`src/rtl/gray_vertical_census_bank.sv`:
```
// Vertical census transform over LANES independent pixel columns. Each lane keeps
// a sliding N-pixel window and a running sum, and compares the window centre to the mean.
module gray_vertical_census_bank #(
  parameter int LANES       = 16,
  parameter int PIX_W       = 8,
  parameter int RADIUS      = 8,
  parameter int FRAME_LINES = 480,
  parameter int INFO_W      = 8
) (
  input  logic                     clk,
  input  logic                     reset,
  input  logic [LANES*PIX_W-1:0]   in_pixels,
  input  logic [INFO_W-1:0]        in_info,
  input  logic                     in_valid,
  output logic                     in_ready,
  input  logic                     cfg_mode,
  input  logic [PIX_W-1:0]         cfg_threshold,
  output logic [2*LANES-1:0]       out_bits,
  output logic [INFO_W-1:0]        out_info,
  output logic                     out_border,
  output logic                     out_last,
  output logic                     out_valid,
  input  logic                     out_ready
);

  localparam int N     = 2 * RADIUS + 1;
  localparam int SUM_W = PIX_W + $clog2(N);
  localparam int CMP_W = SUM_W + 2;
  localparam int K_W   = $clog2(FRAME_LINES + 1);

  localparam logic [K_W-1:0]   K_LAST   = K_W'(FRAME_LINES - 1);
  localparam logic [K_W-1:0]   K_BORDER = K_W'(2 * RADIUS);
  localparam logic [CMP_W-1:0] N_C      = CMP_W'(N);

  logic                  en;
  logic                  accept;
  logic [K_W-1:0]        k;
  logic [K_W-1:0]        s1_k;
  logic                  s1_valid;
  logic [INFO_W-1:0]     s1_info;
  logic [PIX_W-1:0]      win [LANES][N];
  logic [SUM_W-1:0]      sum [LANES];
  logic                  mode_l;
  logic [PIX_W-1:0]      thr_l;

  logic [2*LANES-1:0]    bits_next;
  logic                  border_next;
  logic                  last_next;
  logic [CMP_W-1:0]      ts;

  // One enable for the whole pipeline: everything advances or everything holds.
  assign en       = !out_valid || out_ready;
  assign in_ready = en;
  assign accept   = in_valid && en;

  // Stage 1: window shift, running sum, beat index and per-column configuration.
  // Window and sum registers only change on accept, so while a beat sits in stage 1
  // they describe exactly that beat and stage 2 can read them directly.
  always_ff @(posedge clk) begin
    if (reset) begin
      // NOTE: the windows are real state feeding the first sums of a column, so they
      // are cleared on reset like any other register rather than left uninitialised.
      for (int i = 0; i < LANES; i++) begin
        for (int j = 0; j < N; j++) win[i][j] <= '0;
        sum[i] <= '0;
      end
      k        <= '0;
      s1_k     <= '0;
      s1_valid <= 1'b0;
      s1_info  <= '0;
      mode_l   <= 1'b0;
      thr_l    <= '0;
    end else begin
      if (accept) begin
        for (int i = 0; i < LANES; i++) begin
          for (int j = N - 1; j > 0; j--) win[i][j] <= win[i][j-1];
          win[i][0] <= in_pixels[i*PIX_W +: PIX_W];
          sum[i]    <= sum[i] + SUM_W'(in_pixels[i*PIX_W +: PIX_W]) - SUM_W'(win[i][N-1]);
        end
        if (k == '0) begin
          mode_l <= cfg_mode;
          thr_l  <= cfg_threshold;
        end
        k       <= (k == K_LAST) ? '0 : k + 1'b1;
        s1_k    <= k;
        s1_info <= in_info;
      end
      if (en) s1_valid <= accept;
    end
  end

  // Stage 2 compare; win[i][RADIUS] is the pixel accepted RADIUS beats before s1's beat.
  always_comb begin
    // NOTE: every comb output gets a default first so no path leaves it unassigned (no latch).
    bits_next   = '0;
    border_next = (s1_k < K_BORDER);
    last_next   = (s1_k == K_LAST);
    ts          = mode_l ? CMP_W'(thr_l) : '0;
    for (int i = 0; i < LANES; i++) begin
      if (!border_next) begin
        bits_next[2*i]   = (N_C * CMP_W'(win[i][RADIUS])) > (CMP_W'(sum[i]) + N_C * ts);
        bits_next[2*i+1] = mode_l &&
                           ((N_C * CMP_W'(win[i][RADIUS]) + N_C * ts) < CMP_W'(sum[i]));
      end
    end
  end

  always_ff @(posedge clk) begin
    if (reset) begin
      out_valid  <= 1'b0;
      out_bits   <= '0;
      out_info   <= '0;
      out_border <= 1'b0;
      out_last   <= 1'b0;
    end else if (en) begin
      out_valid  <= s1_valid;
      out_bits   <= bits_next;
      out_info   <= s1_info;
      out_border <= border_next;
      out_last   <= last_next;
    end
  end

endmodule

```
`config.mk`:
```
export PLATFORM = sky130hd
export DESIGN_NAME = gray_vertical_census_bank
export DESIGN_NICKNAME = d
export VERILOG_FILES = /design/src/rtl/gray_vertical_census_bank.sv
export SDC_FILE = /design/constraint.sdc
export NUM_CORES = 2
export LEC_CHECK = 0
export ABC_AREA = 1
export CORE_ASPECT_RATIO = 1.2
export CORE_MARGIN = 4
export CORE_UTILIZATION = 52
export CTS_CLUSTER_SIZE = 30
export DETAILED_ROUTE_END_ITERATION = 16
export DONT_BUFFER_PORTS = 1
export HOLD_SLACK_MARGIN = 0.15
export PLACE_DENSITY = 0.73
export SLEW_MARGIN = 20
export SYNTH_ARGS = -nofsm -noshare
export SYNTH_HDL_FRONTEND = slang
export SYNTH_SLANG_ARGS = --single-unit
```
`constraint.sdc`:
```
create_clock -name clk -period 82.8 [get_ports clk]
set_clock_uncertainty 0.15 [all_clocks]
set_input_delay 20.7 -clock clk [delete_from_list [all_inputs] [get_ports clk]]
set_output_delay 20.7 -clock clk [all_outputs]
set_load 0.1 [all_outputs]
```
# Word-level counts from Yosys, hierarchy flattened
# Memories as Yosys holds them, arrays and structs flattened.
# Cells that the tools add are included.
# classes
addsub	65
multipliers	17
div_mod_pow	0
n_lt_le_gt_ge	33
eq_ne	2
shifts	0
mux	311
bitwise_logic	288
reduce_logical	21
# ops
op	count
8-bit 2-to-1 mux	273
13-bit by 15-bit adder with 15-bit output	31
1-bit bitwise OR	288
13-bit by 15-bit > comparator with 1-bit output	16
15-bit by 13-bit less-than comparator with 1-bit output	15
5-bit by 8-bit multiplier with 13-bit output, first input constant	17
13-bit by 8-bit adder with 13-bit output	16
13-bit 2-to-1 mux	16
13-bit by 8-bit subtractor with 13-bit output	16
2-bit 2-to-1 mux	16
9-bit equality test, second input constant	2
1-bit logical AND	17
13-bit by 13-bit adder with 14-bit output	1
14-bit by 13-bit less-than comparator with 1-bit output	1
9-bit by 1-bit adder with 9-bit output, second input constant	1
9-bit logical NOT	1
9-bit by 5-bit less-than comparator with 1-bit output, second input constant	1
9-bit 2-to-1 mux	1
1-bit 2-to-1 mux	5
2-bit AND reduction	1
1-bit logical NOT	1
1-bit logical OR	1
# word_totals
reg_bits	79
latch_bits	0
mem_bits_rw	2384
romBits	0
in_bits	149
word_cells	750
mem_count	2
# memory_table
memory	depth	word_bits	read_ports	rd_clocked_by_memory_dff	write_ports	line_no	rtl
win	16	136	16	0	16	41	logic [PIX_W-1:0] win [LANES][N];
sum	16	13	16	0	16	42	logic [SUM_W-1:0] sum [LANES];

# Logic depth before layout (Yosys ltp)
# logic_depth
depth_word	7
mapped_depth	29
ltp_nobuf	28

# Worst setup path before layout
# OpenSTA, ideal clock, no wires.
# synth_path
path_type	in2reg
start	in out_ready
end	reg k[1]
arrival_ns	86.254
t_required_ns	79.911
slack_ns	-6.342
path_stages	6
n_path_buf	1
path_cell_list	nor2_1 > nor2_2 > inv_1 > nand2_1 > clkbuf_1 > o21ai_0
# synth_between
elab_chain_cells	2
# synth_rtl
item	line_no	rtl
start: declaration	23	input logic out_ready
1-bit logical OR	52	assign en = !out_valid || out_ready;
1-bit logical AND	54	assign accept = in_valid && en;
end signal: assignment	84	k <= (k == K_LAST) ? '0 : k + 1'b1;
end: declaration	37	logic [K_W-1:0] k;
# Every way passes these cells.
# A chain may end at the register's enable or synchronous reset.

# Worst setup path after layout
# layout_path
start	in out_ready
end	out in_ready
# layout_between
elab_chain_cells	1
# layout_rtl
item	line_no	rtl
1-bit logical OR	52	
end: declaration	15	output logic in_ready,
# Every way passes these cells.

==> impl_metrics.csv <==
group,metric,value,unit
setup_path,crit_family,"buffers and inverters",
route,drtIter0Drc,7243,
power,peakVddDrop,0.0000207,V
finish,final_cell_mix,"inv_1, nor2_1, edfxtp_1",
cts,clk_latency,0.92,ns
run,maxCapViolations,0,
placed_design,portBuffers,0,
route,via_count,92796,
finish,fillers,22530,
cts,cts_made_buffers,249,
power,leakage,67.8,nW
placed_design,gp_congestion,0.890,
grt,grt_pass1_wl,455,mm
run_status,status,"finished, final reports clean",
yosys,synth.distinct_cells,49,
sta,layout_min_cycle_time,42.85,ns
cts,cts_tree,"done",
route,wl_per_cell,15.7,um
setup_path,critPathCaptureType,"output pin",
yosys,synth_seq_area_share,53.4,%
finish,finish.instance_area,0.149,mm^2
yosys,ys_seq_elements,2463,
cts,root_buffer,"clkbuf_16",
sta,worstMarginPinSlew,1.12,ns
placed_design,post-dp-hpwl,195,mm
route,drt_wl_total,288,mm
yosys,yosys_most_used_dff,"edfxtp_1",
sta,rsz0062_at_grt,"no",
setup_path,critPathBufInv,2,
grt,grt_util_all_layers,20.7,%
setup_path,critPathRequiredTime,61.95,ns
floorplanning,start_util,52.2,%
power,p_per_area,24.0,mW/mm^2
finish,nets,16088,
cts,htreeDepth,4,
sta,whs,0.291,ns
yosys,syn_inst,14670,
floorplanning,num_rows,206,
setup_path,crit_fanout,17,
sta,maxSlewHeadroom,25.1,%
cts,path_clk_slew,0.07,ns
sta,hold_viol_final,0,
sta,fin_crit_sh,51.7,%
route,routed_via_density,5.06,
floorplanning,die_x,476,um
cts,clockBufferDepth,4,
placed_design,place_ws,40.00,ns
setup_path,critPathKind,"in -> out",
cts,ctsHoldBuffers,0,
route,ant_nets,0,
route,route.detailed.drc,0,
sta,setup_ws,39.95,ns
setup_path,cp_slowest_stage_delay,0.49,ns
yosys,syn_nets,16059,
grt,overflow,0,
yosys,synth_edf_count,2376,
route,first_pass_iters,9,
setup_path,crit_path_top_delay_cell,"nor2_1",
setup_path,worstPathCellList,"nor2_1, clkinv_1, buf_4",
floorplanning,ioPinCount,193,
yosys,syn_area_per_cell,9.33,um^2
grt,grt_max_degree,210,
setup_path,cp-start-kind,"input pin",
placed_design,postPlaceCellArea,0.140,mm^2
floorplanning,die_y,570,um
grt,grt_pass1_vias,88557,
cts,cts.sink_count,2463,
yosys,yosys_warnings,0,
finish,drive_above_1_share,3.33,%
sta,maxSlewViolCount,0,
yosys,async_flop_share,0,%
finish,layout_commonest_cell,"inv_1",
floorplanning,coreArea,0.262,mm^2
cts,post_cts_buffers,0,
finish,area_growth,8.66,%
floorplanning,dieArea,0.271,mm^2
yosys,netlist_area,0.137,mm^2
sta,fin_tns_setup,0,ns
grt,antenna_found_initial,10,
sta,setup_viol,0,
sta,clock.fmax,23.3,MHz
cts,cts_resized,0,
worst_hold_path,hold_class,"reg -> reg",
setup_path,worstPathArrival,22.00,ns
## power by group
group          total, mW  internal (mW)  switching [mW]
clock               1.13          0.653           0.480
combinational      0.887          0.314           0.573
sequential          1.55           1.49          0.0578
## metrics by stage
stage	power [mW]	util (%)	instances
after floorplan	2.33	-	14670
after global placement	2.43	53.6	17879
after detailed placement	2.45	53.6	17879
after CTS	3.59	56.7	18338
after global routing	3.79	56.7	18344
final	3.57	56.7	18346
## kinds of logic after synthesis
family	count (synthesis)	share of synthesized area (%)
DFF	2463	53.4
AOI/OAI and AO/OA	1563	6.30
adders and majority gates	1240	12.1
and+or+nand+nor	5335	15.6
buffers and inverters	3751	10.5
xor gates and xnor gates	318	2.04
## cell type report
type	instances	area, um^2	area share (%)
clock buffer	307	6550	4.41
clock inverter	152	1610	1.08
timing repair buffer	86	716	0.481
sequential	2463	73100	49.2
antenna	7	17.5	0.0118
inverter	3443	12900	8.70
tap	3432	4290	2.89
multi-input combinational	8456	49500	33.3
## synth_stat cells (9+ instances only)
cell | instances | area (um^2)
o21ai_2 | 13 | 114
o21ai_1 | 38 | 190
a21boi_1 | 11 | 82.6
fa_1 | 145 | 2900
a21oi_1 | 740 | 3700
a211oi_1 | 58 | 435
nor3b_1 | 9 | 67.6
xor2_1 | 188 | 1650
buf_2 | 217 | 1090
edfxtp_1 | 2376 | 71300
nor3_1 | 111 | 556
o211ai_1 | 13 | 97.6
dfxtp_1 | 87 | 1740
o21a_1 | 18 | 135
a31oi_1 | 42 | 263
nand3_1 | 433 | 2170
a21o_1 | 44 | 330
inv_1 | 3438 | 12900
nor2_1 | 2653 | 9960
o21bai_1 | 59 | 443
clkbuf_1 | 83 | 312
ha_1 | 1095 | 13700
o21ai_0 | 473 | 2370
o2111ai_1 | 31 | 272
nand4_1 | 109 | 682
nor4_1 | 16 | 100
nand2_1 | 1919 | 7200
nand3b_1 | 62 | 465
xnor2_1 | 130 | 1140
## metal layers
layer / vias to the layer above / part of all wire (%) / GRT usage [%]
li1: 47013 / - / -
met1: 43317 / 44 / 27.7
met2: 1935 / 47 / 35.0
met3: 529 / 5.0 / 2.59
met4: 2 / 3.4 / 7.22
met5: - / 0.0042 / 0
## flip-flops by register name (all words and copies together), names as in the netlist
name,count
out_bits,32
s1_k,9
out_info,8
k,9
s1_info,8
out_last,1
sum,208
win,2176
thr_l,8
out_border,1
mode_l,1
s1_valid,1
out_valid,1
## worst min-delay path, stage by stage (launching register included)
cell      delay, ns
edfxtp_1       0.32
nand2_1        0.05
nand2_1        0.05
## path summary, 6_finish.rpt
check	startpoint	to	slack [ns]	cells after the start
min reg2reg	win[8][11]$_DFFE_PP_	win[8][3]$_SDFFE_PP0P_	0.29	2
max	out_ready	in_ready	39.95	3
min	win[8][11]$_DFFE_PP_	win[8][3]$_SDFFE_PP0P_	0.29	2
max reg2reg	out_valid$_SDFFE_PP0N_	win[5][119]$_SDFFCE_PN0P_	74.55	11
Power figures use the tool's default switching activity.
